[src/rtl/tx_arbiter.sv]
// Shares one serial TX channel between scheduler and prefetch; tracks reply owners.
// Optional round-robin tie-break between requesters: define TX_ROUND_ROBIN_EN.
module tx_arbiter #(
    parameter int NSHIFT          = 2,
    parameter int PAYLOAD_CYCLES  = 8,
    parameter int CMD_BITS        = 2,
    parameter int MAX_OUTSTANDING = 2,
    parameter int PF_CMD          = 0
) (
    input  logic                                  clk,
    input  logic                                  reset,
    input  logic                                  sched_cmd_valid,
    input  logic [CMD_BITS-1:0]                   sched_cmd,
    input  logic                                  sched_is_read,
    input  logic                                  sched_reply_wanted,
    input  logic                                  sched_reserve,
    input  logic [NSHIFT-1:0]                     sched_data,
    output logic                                  sched_started,
    output logic                                  sched_data_next,
    input  logic                                  pf_cmd_valid,
    input  logic [NSHIFT-1:0]                     pf_data,
    output logic                                  pf_started,
    output logic                                  pf_data_next,
    output logic [NSHIFT-1:0]                     tx_pins,
    output logic                                  tx_active,
    output logic                                  tx_owner,
    output logic [$clog2(PAYLOAD_CYCLES):0]       tx_counter,
    output logic                                  tx_done,
    input  logic                                  rx_done,
    output logic                                  rx_owner_valid,
    output logic                                  rx_owner,
    output logic                                  rx_discard,
    output logic [$clog2(MAX_OUTSTANDING):0]      outstanding
);

    localparam int HEADER_CYCLES = CMD_BITS / NSHIFT;
    localparam int IW = $clog2(PAYLOAD_CYCLES);
    localparam int PW = $clog2(MAX_OUTSTANDING);
    localparam int OW = PW + 1;

    localparam logic [1:0] IDLE    = 2'd0;
    localparam logic [1:0] HEADER  = 2'd1;
    localparam logic [1:0] PAYLOAD = 2'd2;

    localparam logic [IW-1:0] LAST_HDR = IW'(HEADER_CYCLES - 1);
    localparam logic [IW-1:0] LAST_PAY = IW'(PAYLOAD_CYCLES - 1);
    localparam logic [CMD_BITS-1:0] PF_HDR = CMD_BITS'(PF_CMD);
    localparam logic [OW-1:0] FIFO_DEPTH = OW'(MAX_OUTSTANDING);

    logic [1:0]          state;
    logic [IW-1:0]       cnt;
    logic                owner_q;
    logic [CMD_BITS-1:0] hdr_q;

    logic                owner_mem [MAX_OUTSTANDING];
    logic                disc_mem  [MAX_OUTSTANDING];
    logic [PW-1:0]       wr_ptr;
    logic [PW-1:0]       rd_ptr;
    logic [OW-1:0]       count;

    logic fifo_full;
    logic fifo_empty;
    logic s_elig;
    logic p_elig;
    logic pick_s;
    logic pick_p;
    logic grant_s;
    logic grant_p;
    logic push;
    logic pop;

    assign fifo_full  = (count == FIFO_DEPTH);
    assign fifo_empty = (count == '0);

    assign s_elig = sched_cmd_valid && !(sched_is_read && fifo_full);
    assign p_elig = pf_cmd_valid && !sched_reserve && !fifo_full;

`ifdef TX_ROUND_ROBIN_EN
    // 1 = scheduler took the most recent grant
    logic last_owner;

    assign pick_s = s_elig && (!p_elig || !last_owner);

    always_ff @(posedge clk) begin
        if (reset) begin
            last_owner <= 1'b0;
        end else if (grant_s || grant_p) begin
            last_owner <= grant_s;
        end
    end
`else
    assign pick_s = s_elig;
`endif

    assign pick_p  = p_elig && !pick_s;
    assign grant_s = !reset && (state == IDLE) && pick_s;
    assign grant_p = !reset && (state == IDLE) && pick_p;

    assign sched_started = grant_s;
    assign pf_started    = grant_p;

    assign push = (grant_s && sched_is_read) || grant_p;
    assign pop  = rx_done && !fifo_empty && !reset;

    always_ff @(posedge clk) begin
        if (reset) begin
            state   <= IDLE;
            cnt     <= '0;
            owner_q <= 1'b0;
            hdr_q   <= '0;
        end else begin
            unique case (state)
                IDLE: begin
                    if (grant_s || grant_p) begin
                        state   <= HEADER;
                        cnt     <= '0;
                        owner_q <= grant_s;
                        hdr_q   <= grant_s ? sched_cmd : PF_HDR;
                    end
                end
                HEADER: begin
                    hdr_q <= hdr_q << NSHIFT;
                    if (cnt == LAST_HDR) begin
                        state <= PAYLOAD;
                        cnt   <= '0;
                    end else begin
                        cnt <= cnt + IW'(1);
                    end
                end
                PAYLOAD: begin
                    if (cnt == LAST_PAY) begin
                        state <= IDLE;
                        cnt   <= '0;
                    end else begin
                        cnt <= cnt + IW'(1);
                    end
                end
                default: begin
                    state <= IDLE;
                    cnt   <= '0;
                end
            endcase
        end
    end

    always_comb begin
        tx_pins         = '0;
        tx_active       = 1'b0;
        tx_owner        = 1'b0;
        tx_counter      = '0;
        tx_done         = 1'b0;
        sched_data_next = 1'b0;
        pf_data_next    = 1'b0;
        if (!reset) begin
            unique case (state)
                HEADER: begin
                    tx_active  = 1'b1;
                    tx_owner   = owner_q;
                    tx_pins    = hdr_q[CMD_BITS-1 -: NSHIFT];
                    tx_counter = {1'b0, cnt};
                end
                PAYLOAD: begin
                    tx_active       = 1'b1;
                    tx_owner        = owner_q;
                    tx_pins         = owner_q ? sched_data : pf_data;
                    sched_data_next = owner_q;
                    pf_data_next    = !owner_q;
                    tx_counter      = {1'b1, cnt};
                    tx_done         = (cnt == LAST_PAY);
                end
                default: ;
            endcase
        end
    end

    // Written at grant, read next cycle, so push+pop at occupancy 1 sees the new head
    always_ff @(posedge clk) begin
        if (push) begin
            owner_mem[wr_ptr] <= grant_s;
            disc_mem[wr_ptr]  <= grant_s && !sched_reply_wanted;
        end
    end

    always_ff @(posedge clk) begin
        if (reset) begin
            wr_ptr <= '0;
            rd_ptr <= '0;
            count  <= '0;
        end else begin
            if (push) begin
                wr_ptr <= wr_ptr + PW'(1);
            end
            if (pop) begin
                rd_ptr <= rd_ptr + PW'(1);
            end
            unique case ({push, pop})
                2'b10:   count <= count + OW'(1);
                2'b01:   count <= count - OW'(1);
                default: count <= count;
            endcase
        end
    end

    assign rx_owner_valid = !reset && !fifo_empty;
    assign rx_owner       = rx_owner_valid && owner_mem[rd_ptr];
    assign rx_discard     = rx_owner_valid && disc_mem[rd_ptr];
    assign outstanding    = reset ? '0 : count;

endmodule

[config.mk]
export PLATFORM = sky130hd
export DESIGN_NAME = tx_arbiter
export DESIGN_NICKNAME = d
export VERILOG_FILES = /design/src/rtl/tx_arbiter.sv
export SDC_FILE = /design/constraint.sdc
export NUM_CORES = 1
export LEC_CHECK = 0
export CORE_AREA = 2 2 64 42
export CTS_BUF_LIST = sky130_fd_sc_hd__clkbuf_16
export DETAILED_ROUTE_END_ITERATION = 10
export DIE_AREA = 0 0 66 44
export PLACE_DENSITY = 0.81
export RECOVER_POWER = 25
export SLEW_MARGIN = 20
export SYNTH_ARGS = -nofsm -noshare
export SYNTH_HDL_FRONTEND = slang
export SYNTH_SLANG_ARGS = --single-unit
[constraint.sdc]
create_clock -name clk -period 6.3 [get_ports clk]
set_input_delay 1.26 -clock clk [delete_from_list [all_inputs] [get_ports clk]]
set_output_delay 1.26 -clock clk [all_outputs]
set_load 0.005 [all_outputs]
---- Word level (Yosys, flattened, before mapping) ----
Memories as Yosys holds them, arrays and structs flattened. A register that Yosys moved wholly into a read port is not among the register bits.
Cells that the tools add are included.
storage, ports and cells
  register bits after elaboration ......... 12
  bits of input ports ..................... 14
  memory bits (writable) .................. 4
  memories ................................ 2
  word-level logic and storage cells ...... 91
memories
  name       depth  width  read ports  clocked after memory_dff  wr ports  line  text
  disc_mem   2      1      1           1                         1         56    logic disc_mem [MAX_OUTSTANDING];
  owner_mem  2      1      1           1                         1         55    logic owner_mem [MAX_OUTSTANDING];
cells by class
  equality and inequality tests ........... 9
  add/sub/neg operators ................... 5
  reductions and logical operators ........ 34
  mux-type cells .......................... 34
operator list
  cell                                                   count
  2-to-1 mux 1 bit                                       16
  2-to-1 mux 2 bit                                       8
  logical AND 1 bit                                      15
  one-hot mux 2 bit (2 select lines)                     3
  2-to-1 mux 3 bit                                       3
  one-hot mux 3 bit (3 select lines)                     1
  zero test 1 bit                                        8
  one-hot mux 4 bit (2 select lines)                     1
  equality test 2 bit, second input constant             3
  one-hot mux 2 bit (3 select lines)                     1
  equality test 2 x 1 -> 1 bit, second input constant    2
  zero test 2 bit                                        2
  2-to-1 mux 4 bit                                       1
  inequality test 2 bit, second input constant           2
  AND reduction 2 bit                                    2
  nonzero test 2 bit                                     2
  adder 3 x 1 -> 3 bit, second input constant            1
  equality test 3 bit, second input constant             1
  zero test 3 bit                                        1
  AND reduction 3 bit                                    1
  adder 1 bit, second input constant                     2
  adder 2 x 1 -> 2 bit, second input constant            1
  logical OR 1 bit                                       2
  inequality test 2 x 1 -> 1 bit, second input constant  1
  other kinds (2)                                        2

---- Longest topological paths before layout ----
  depth after elaboration ................. 10
  depth in mapped cells ................... 10
  mapped depth without buffers ............ 10

---- Least setup slack after synthesis ----
OpenSTA, ideal clock, no wires.
  kind .................................... input -> output
  start ................................... in reset
  end ..................................... out pf_started
  path slack .............................. 3137 ps
  stages .................................. 4
  path buffers ............................ 1
  data arrival time ....................... 1903 ps
  cells stage by stage .................... buf_2 -> nor2b_4 -> nand4b_4 -> a21oi_1
on the way
  word-level cells in the longest chain between the ends .. 3
ends and longest elaborated chain
  what                            line  text
  start: declaration              11    input logic reset,
  zero test 1 bit                 97    assign grant_p = !reset && (state == IDLE) && pick_p;
  logical AND 1 bit (2 in a row)  97
  end: declaration                22    output logic pf_started,
Every way passes these cells.

---- Worst setup path in the final report ----
  start ................................... in reset
  end ..................................... out sched_started
on the way
  word-level cells in the longest chain between the ends .. 3
ends and longest elaborated chain
  what                            line  text
  zero test 1 bit                 96    assign grant_s = !reset && (state == IDLE) && pick_s;
  logical AND 1 bit (2 in a row)  96
  end: declaration                18    output logic sched_started,
Every way passes these cells.

==> reports/metrics.yaml <==
synth_top_area_frac: 0.235
worstPathRequired_ns: 5.04
worstReg2RegEnd: "count[1]"
clkPwrFrac: 0.268
power.total_mw: 0.468
r2r-start: "state[0]"
postCtsSetupRepairBufs: 0
seq_power_share: 0.318
hold_viol_final: 0
holdPathStages: 2
p_leak_nw: 0.616
syn_area_per_cell_sq_um: 9.24
ys_dominant_reg_cell: "dfxtp_1"
post_cts_resized: 0
fillers: 180
postLayoutCoreUtil: 0.643
ys_ff_latch: 17
clkLatencyLatePin_ns: 0.25
regToRegSetupSlack_ns: 3.34
synth_nets: 144
p_int_mw: 0.308
grt_usage: 0.199
swShare: 0.341
async_flop_share: 0
cts_tree: "built"
cts_buffers: 3
globalplace.congestion: 0.792
yosysWarningCount: 0
status: "finished, final reports clean"
yosys.cell_types.count: 37
reg2reg_depth: 9
diodes: 0
fmax_ghz: 0.202
rsz0062_at_grt: "false"
wl_per_cell_um: 13.8
min_to: "hdr_q[1]"
maxCapViolCount: 0
areaGrowthSynthToFinish_pct: 36.2
grt_pass1_wl_um: 4330
initial_core_util: 0.472
cellPowerDensity_nw_per_um2: 310
first_pass_iters: 4
ir_drop_mv: 0.241
fin_crit_ns: 4.95
worst_pin_slew_ns: 0.660
antenna_found_initial: 0
num_rows: 14
hpwl_um: 1980
switching_power_mw: 0.159
ant_nets: 0
ios: 32
ys_seq_area_frac: 0.343
dieHeight_um: 44
drcViolationCount: 0
slew_violations: 0
post-route-period-util: 0.785
overflow: 0
dieArea_sq_um: 2900
core_sq_um: 2350
skew_ns: 0.00124
synth_top_cell_by_area: "dfxtp_1"
final_common_cell: "clkdlybuf4s50_1"
p_comb_frac: 0.413
drt-vias-per-instance: 5.38
most-common-layout-cells: "clkdlybuf4s50_1 (30), nor2_1 (15), dfxtp_1 (13)"
cts_root_buf: "clkbuf_16"
cp.arrival_ns: 3.69
path_class: "in2out"
setup-violations-final: 0
synth_area_leaders: "dfxtp_1 (23%), ha_1 (11%), edfxtp_1 (11%)"
synthCells: 120
vias: 996
holdBufCountCts: 0
tns_ns: 0
die_w_um: 66
clock_path_buffers: 2
synth_area_sq_um: 1110
grt_max_degree: 19
holdCritPathClass: "reg2reg"
drive_gt1_frac: 0.0588
path_clk_slew_ns: 0.05
cts_sinks: 17
crit_fanout: 18
drt_iter0_drc: 41
drt_wl_total_um: 2550
relSlewSlack: 0.558
cts.htree.levels: 1
fin_nets: 178
min_from: "hdr_q[1]"
portBuffers: 31
endpoint_kind: "output port"
synth_edf_count: 4
grt_pass1_vias: 972
worstSetupStartpointType: "primary input"
[kinds of logic (layout without fill, tap and decap cells)]
family	after synthesis	count (layout)	share of synthesized area
buf+inv	12	45	0.0417
compound gates	15	15	0.0982
mux	9	9	0.0835
fa+ha+maj	10	10	0.113
simple gates	54	54	0.297
flops	17	17	0.343
xor+xnor	3	3	0.0237
[state kept, by name (all words and copies together), names as in the netlist, named ones only]
| name | flops |
|---|---|
| hdr_q | 2 |
| cnt | 3 |
| owner_q | 1 |
| count | 2 |
| state | 2 |
| disc_mem | 2 |
| rd_ptr | 1 |
| owner_mem | 2 |
| wr_ptr | 1 |
[worst max-delay path, cell delays in order]
cell             delay [ns]
dlygate4sd3_1          0.79
nor2b_1                0.39
nand3_1                0.33
inv_1                  0.35
clkdlybuf4s50_1        0.56
[worst max-delay path by stage]
stage	startpoint	end	slack [ns]	depth (start not counted)
after floorplan	reset	pf_started	3.14	4
after global placement	reset	sched_data_next	1.78	4
final	reset	sched_started	1.35	5
after CTS	reset	sched_data_next	1.72	4
after global routing	reset	sched_started	1.22	5
after detailed placement	reset	sched_data_next	1.72	4
[area by class of cell]
cell class | instances | area [sq um] | share of cell area
tap | 32 | 40.0 | 0.0265
timing repair buffer | 31 | 310 | 0.205
clock inverter | 1 | 5.00 | 0.00331
inverter | 10 | 37.5 | 0.0249
clock buffer | 3 | 75.1 | 0.0497
sequential | 17 | 380 | 0.252
multi-input combinational | 91 | 662 | 0.438
[through the flow]
step / worst slack, ns / cells / cell area [sq um] / hold WS (ns)
2_1_floorplan: 3.14 / 120 / 1110 / 0.450
3_3_place_gp: 1.78 / 181 / 1450 / 0.462
3_5_place_dp: 1.72 / 181 / 1450 / 0.470
4_1_cts: 1.72 / 185 / 1530 / 0.480
5_1_grt: 1.22 / 185 / 1510 / 0.494
6_report: 1.35 / 185 / 1510 / 0.479
[metal layers]
layer | part of all wire | global-route usage
met2 | 0.46 | 0.315
met3 | 0.075 | 0.0779
met5 | 0 | 0
met4 | 0.0067 | 0.0571
met1 | 0.46 | 0.254
[power by group through the flow]
stage               registers, mW  clock network [mW]  logic (mW)
finish                      0.149               0.125       0.193
global route                0.153               0.132       0.213
CTS                         0.149               0.127       0.199
detailed placement          0.151                   0       0.196
global placement            0.150                   0       0.190
floorplan                   0.147                   0       0.134
[synth_stat cells, drive strengths merged (3+ instances only)]
cell type  count
mux2i          7
nand2          4
nor3b          3
and2           3
a21oi          5
nor2          15
ha            10
dfxtp         13
edfxtp         4
nand3          6
nand3b         3
nand2b         4
nor2b          5
inv            9
nand4          4
Power figures use the tool's default switching activity.
